`src/rtl/serial_add_pkg.sv`:
```
// Shared types and width helpers for the bit-serial adder scheduler.
package serial_add_pkg;

    typedef enum logic [1:0] {
        IDLE = 2'd0,
        RUN  = 2'd1,
        DONE = 2'd2
    } state_t;

    // Index width for a range of w values, never less than one bit.
    function automatic int unsigned cnt_w(input int unsigned w);
        if (w <= 1) begin
            return 1;
        end
        return $clog2(w);
    endfunction

endpackage

```
`src/rtl/serial_add_sched_add_bit.sv`:
```
// Single 1-bit full-adder cell shared by all requesters; purely combinational.
module add_bit (
    input  logic x,
    input  logic y,
    input  logic cin,
    output logic o,
    output logic cout
);

    assign o    = x ^ y ^ cin;
    assign cout = (x & y) | (cin & (x ^ y));

endmodule

```
`src/rtl/serial_add_sched.sv`:
```
// Round-robin scheduler that time-shares one full-adder cell to perform
// W-bit additions bit-serially, LSB first, on behalf of N requesters.
module serial_add_sched
    import serial_add_pkg::*;
#(
    parameter int unsigned W = 8,
    parameter int unsigned N = 2
) (
    input  logic                  clk,
    input  logic                  rst_n,
    input  logic [N-1:0]          req,
    input  logic [N*W-1:0]        a,
    input  logic [N*W-1:0]        b,
    output logic [N-1:0]          gnt,
    output logic                  busy,
    output logic [cnt_w(N)-1:0]   owner,
    output logic [W-1:0]          sum,
    output logic                  cout,
    output logic                  valid
);

    localparam int unsigned OW    = cnt_w(N);
    localparam int unsigned CNT_W = cnt_w(W);

    state_t           state;
    state_t           state_d;

    logic [OW-1:0]    ptr;
    logic [OW-1:0]    win;
    logic [OW-1:0]    ptr_nxt;
    logic             found;
    logic [N-1:0]     rot;

    logic [W-1:0]     a_win;
    logic [W-1:0]     b_win;
    logic [W-1:0]     a_sr;
    logic [W-1:0]     b_sr;
    logic [W-1:0]     s_sr;
    logic [W-1:0]     s_shift;
    logic             carry;
    logic             add_o;
    logic             add_cout;

    logic [CNT_W-1:0] cnt;
    logic             last;
    logic             load;
    logic             step;

    // Rotate requests so the round-robin pointer lands on bit 0.
    always_comb begin
        rot = N'({req, req} >> ptr);
    end

    // First set request at or after ptr, converted back to an absolute index.
    always_comb begin
        found = 1'b0;
        win   = '0;
        for (int k = 0; k < N; k++) begin
            if (!found && rot[k]) begin
                found = 1'b1;
                win   = OW'((int'(ptr) + k) % int'(N));
            end
        end
    end

    // Pointer advances to the requester just after the winner, wrapping at N.
    always_comb begin
        ptr_nxt = (32'(win) == N - 1) ? '0 : win + OW'(1);
    end

    // Operand mux selecting the winning requester's slice.
    always_comb begin
        a_win = '0;
        b_win = '0;
        for (int i = 0; i < N; i++) begin
            if (win == OW'(i)) begin
                a_win = a[i*W +: W];
                b_win = b[i*W +: W];
            end
        end
    end

    add_bit u_add_bit (
        .x    (a_sr[0]),
        .y    (b_sr[0]),
        .cin  (carry),
        .o    (add_o),
        .cout (add_cout)
    );

    assign last    = (cnt == CNT_W'(W - 1));
    assign s_shift = (s_sr >> 1) | (W'(add_o) << (W - 1));

    // State register.
    always_ff @(posedge clk) begin
        if (!rst_n) begin
            state <= IDLE;
        end else begin
            state <= state_d;
        end
    end

    // Next-state logic, grant pulse and datapath enables.
    always_comb begin
        state_d = state;
        gnt     = '0;
        load    = 1'b0;
        step    = 1'b0;
        case (state)
            IDLE: begin
                if (found) begin
                    gnt     = N'(1) << win;
                    load    = 1'b1;
                    state_d = RUN;
                end
            end
            RUN: begin
                step = 1'b1;
                if (last) begin
                    state_d = DONE;
                end
            end
            DONE: begin
                state_d = IDLE;
            end
            default: begin
                state_d = IDLE;
            end
        endcase
    end

    // Arbiter pointer, owner, operand shift registers, carry and bit counter.
    always_ff @(posedge clk) begin
        if (!rst_n) begin
            ptr   <= '0;
            owner <= '0;
            a_sr  <= '0;
            b_sr  <= '0;
            s_sr  <= '0;
            carry <= 1'b0;
            cnt   <= '0;
        end else if (load) begin
            owner <= win;
            ptr   <= ptr_nxt;
            a_sr  <= a_win;
            b_sr  <= b_win;
            carry <= 1'b0;
            cnt   <= '0;
        end else if (step) begin
            a_sr  <= a_sr >> 1;
            b_sr  <= b_sr >> 1;
            s_sr  <= s_shift;
            carry <= add_cout;
            cnt   <= cnt + CNT_W'(1);
        end
    end

    // Result capture on the final bit so sum/cout are valid during DONE.
    always_ff @(posedge clk) begin
        if (!rst_n) begin
            sum   <= '0;
            cout  <= 1'b0;
            valid <= 1'b0;
            busy  <= 1'b0;
        end else begin
            valid <= (state_d == DONE);
            busy  <= (state_d != IDLE);
            if (step && last) begin
                sum  <= s_shift;
                cout <= add_cout;
            end
        end
    end

endmodule
```
`config.mk`:
```
export PLATFORM = sky130hd
export DESIGN_NAME = serial_add_sched
export DESIGN_NICKNAME = d
export VERILOG_FILES = /design/src/rtl/serial_add_pkg.sv /design/src/rtl/serial_add_sched_add_bit.sv /design/src/rtl/serial_add_sched.sv
export SDC_FILE = /design/constraint.sdc
export NUM_CORES = 1
export LEC_CHECK = 0
export ABC_AREA = 1
export BUFFER_PORTS_ARGS = -buffer_cell sky130_fd_sc_hd__buf_2
export CAP_MARGIN = 20
export CORE_UTILIZATION = 48
export CTS_CLUSTER_DIAMETER = 30
export CTS_CLUSTER_SIZE = 16
export DETAILED_ROUTE_END_ITERATION = 7
export GPL_TIMING_DRIVEN = 0
export PLACE_DENSITY_LB_ADDON = 0.1
export RECOVER_POWER = 50
export SLEW_MARGIN = 10
export SYNTH_ARGS = -nofsm -noshare
export SYNTH_HDL_FRONTEND = slang
export SYNTH_SLANG_ARGS = --single-unit
```
`constraint.sdc`:
```
create_clock -name clk -period 1.1 [get_ports clk]
set_input_delay 0.165 -clock clk [delete_from_list [all_inputs] [get_ports clk]]
set_output_delay 0.165 -clock clk [all_outputs]
set_load 0.01 [all_outputs]
```
==> flow_metrics.env <==
export IMPL_clock_sinks=42
export IMPL_critPathSlowestCell="dfxtp_2"
export IMPL_syn_num_nets=346
export IMPL_tightest_slew_ns=0.5339
export IMPL_ys_ff_latch=42
export IMPL_tritoncts="yes"
export IMPL_antenna_cells=0
export IMPL_io_buffers=49
export IMPL_drive_gt1_frac=0.4822
export IMPL_h_tree_depth=2
export IMPL_start_kind="flip-flop"
export IMPL_crit_fanout=6
export IMPL_relSlewSlack=0.6440
export IMPL_endpoint_kind="flip-flop"
export IMPL_finClkSkew_ns=0.008363
export IMPL_grt_max_degree=14
export IMPL_netlist_area_um2=2212
export IMPL_slew_viol_final=0
export IMPL_ys_seq_area_frac=0.3801
export IMPL_first_pass_iters=4
export IMPL_fp_dieH_um=69.89
export IMPL_finalPower_mw=4.111
export IMPL_path_common_cell="buf_6"
export IMPL_multi_input_area_um2=1303
export IMPL_synth_enable_flop_cells=0
export IMPL_antenna_found_initial=0
export IMPL_finalSetupViolCount=44
export IMPL_async_flop_share=0
export IMPL_ff_latch_area_um2=849.6
export IMPL_cpPeakStageDelay_ns=0.37
export IMPL_gp_congestion=0.8266
export IMPL_min_path_cells=3
export IMPL_route_met3_wl_um=281
export IMPL_crit_chain="inv_2 -> buf_4 -> nor2_4 -> inv_4 -> buf_6 -> buf_6 -> o21ai_2 -> a21oi_2"
export IMPL_ant_nets=0
export IMPL_cts_buffers_inserted=5
export IMPL_ioPinCount=50
export IMPL_syn_inst=307
export IMPL_overflow=0
export IMPL_status="finished with violations"
export IMPL_clk_latency_ns=0.31
export IMPL_dr_wl_met2_mm=3.003
export IMPL_grt_usage=0.2433
export IMPL_met1_length_mm=2.681
export IMPL_peakVddDrop_mv=0.7244
export IMPL_fin_cells=446
export IMPL_drc_errors=0
export IMPL_area_growth_syn_to_layout_pct=49.26
export IMPL_wirelength_mm=6.081
export IMPL_netlist_area_leader_share=0.3801
export IMPL_dr_max_layer_used="met4"
export IMPL_cts_root_buffer="clkbuf_8"
export IMPL_cp_arrival_ns=1.59
export IMPL_drt_iter0_drc=122
export IMPL_dieArea_um2=4884
export IMPL_vias=2242
export IMPL_rsz0062_at_grt="yes"
export IMPL_worst_ep_required_time_ns=1.31
export IMPL_critPathBufInv=5
export IMPL_avgSynthCellArea_um2=7.206
export IMPL_core_area_um2=4384
export IMPL_netlist_top_cells_count="56 x inv_1, 53 x nand2_1, 49 x nand3_1"
export IMPL_yosys_cell_types_count=26
export IMPL_grt_pass1_wl_mm=9.411
export IMPL_maxCapViolations=0
export IMPL_synth_area_leader_cell="dfxtp_1"
export IMPL_period_minus_slack_ns=1.385
export IMPL_ys_top_cells_by_area="dfxtp_1 38%, nand3_1 11%, inv_1 9.5%"
export IMPL_clkTransAtPathRegs_ns=0.08
export IMPL_grt_pass1_vias=2049
export IMPL_ys_warn_count=0
export IMPL_die_w_um=69.89
export IMPL_synthFlopType="dfxtp_1"
export IMPL_fin_nets=432
export IMPL_reg2regPathDepth=8
export IMPL_power_density_nw_per_um2=1245
export IMPL_hold_path_class="in -> reg"
export IMPL_violations="negative setup slack"
export IMPL_nFillCells=315
export IMPL_hold_violations=0
export IMPL_p_leak_nw=1.597
export IMPL_row_count=24
export IMPL_worst_slack_ns=-0.2855
export IMPL_clock_path_buffers=2
export IMPL_critical_path_class="reg -> reg"
export IMPL_worstSetupPathDepth=8
export IMPL_max_freq_ghz=0.7218
export IMPL_fin_setup_tns_ns=-8.744
export IMPL_place_inst=408
export IMPL_initial_core_util=0.5046
export IMPL_critPathTopFamily="buffers and inverters"
export IMPL_post_drt_wl_per_cell_um=13.63
export IMPL_vias_per_cell=5.027
export IMPL_holdBufCountCts=0
export IMPL_dp_hpwl_mm=3.420
export IMPL_yosysMostFrequentCell="inv_1"
export IMPL_timing_final_crit_share=1.260
## metrics by stage
| step | hold WS [ns] | util | cell area [um2] | setup WS (ns) |
|---|---|---|---|---|
| after floorplan | 0.3037 | - | 2236 | -0.01233 |
| final | 0.1589 | 0.7531 | 3302 | -0.2855 |
| after detailed placement | 0.4425 | 0.5808 | 2546 | -0.1806 |
| after global routing | 0.1649 | 0.7531 | 3302 | -0.3423 |
| after CTS | 0.1420 | 0.7049 | 3090 | -0.2603 |
| after global placement | 0.4429 | 0.5808 | 2546 | -0.1722 |
## registers in the layout, indices dropped and copies added, names as in the netlist, 2 cells and up
register  cells
a_sr          8
state         2
cnt           3
sum           8
s_sr          7
b_sr          8
## final timing paths
path	from	to	slack [ns]
worst max-delay path	state[0]$_SDFF_PN0_	b_sr[5]$_SDFFE_PN0P_	-0.29
worst min-delay path	rst_n	state[1]$_SDFF_PN0_	0.16
worst max register to register	state[0]$_SDFF_PN0_	b_sr[5]$_SDFFE_PN0P_	-0.29
worst min register to register	sum[5]$_SDFFE_PN0P_	sum[5]$_SDFFE_PN0P_	0.47
## logic make-up after synthesis
| kind of cell | count (synthesis) | share of synthesized area |
|---|---|---|
| compound gates | 49 | 0.1290 |
| xor+xnor | 1 | 0.003960 |
| flops | 42 | 0.3801 |
| simple gates | 135 | 0.3049 |
| fa+ha+maj | 3 | 0.02036 |
| buf+inv | 77 | 0.1618 |
## area by class of cell
class	instances	share of cell area
repair buffers	79	0.1709
multi-input cells	189	0.3945
inverters	59	0.06859
clock inverters	2	0.01137
well taps	52	0.01970
flip-flops and latches	42	0.2573
clock buffers	6	0.02198
plain buffers	17	0.05570
## worst reg2reg max path, stage by stage (launching register included)
cell     delay, ns
dfxtp_2       0.37
inv_2         0.06
buf_4         0.14
nor2_4        0.16
inv_4         0.10
buf_6         0.15
buf_6         0.12
o21ai_2       0.12
a21oi_2       0.06
## power by group
group | leakage (nW) | total [mW] | switching (mW) | internal (mW)
combinational | 1.20 | 1.16 | 0.603 | 0.553
clock | 0.0514 | 1.23 | 0.557 | 0.677
sequential | 0.347 | 1.72 | 0.0898 | 1.63
## per-layer routing
metal / vias up / GRT usage
met4: 0 / 0.07333
met2: 59 / 0.4124
met3: 12 / 0.05339
met5: - / 0
met1: 1033 / 0.3089
li1: 1138 / -
## repair_timing
action | 4_1_cts | 5_1_grt
pin swaps | 19 | 8
setup buffers | 20 | 6
resized for setup | 84 | 39
gates cloned | 4 | 2
hold endpoints to repair | 0 | 0
setup endpoints to repair | 41 | 44
## cells in the final DEF (no fill, tap or decap), drive strengths merged
cell       n
buf       88
xnor2      1
bufinv     1
inv       59
o21ai     22
a211oi     1
dfxtp     42
ha         2
nand2     59
a21oi     26
nand3     59
nor2      18
clkinvlp   1
fa         1
clkbuf    14
No activity file was read; power rests on OpenSTA's default activity.
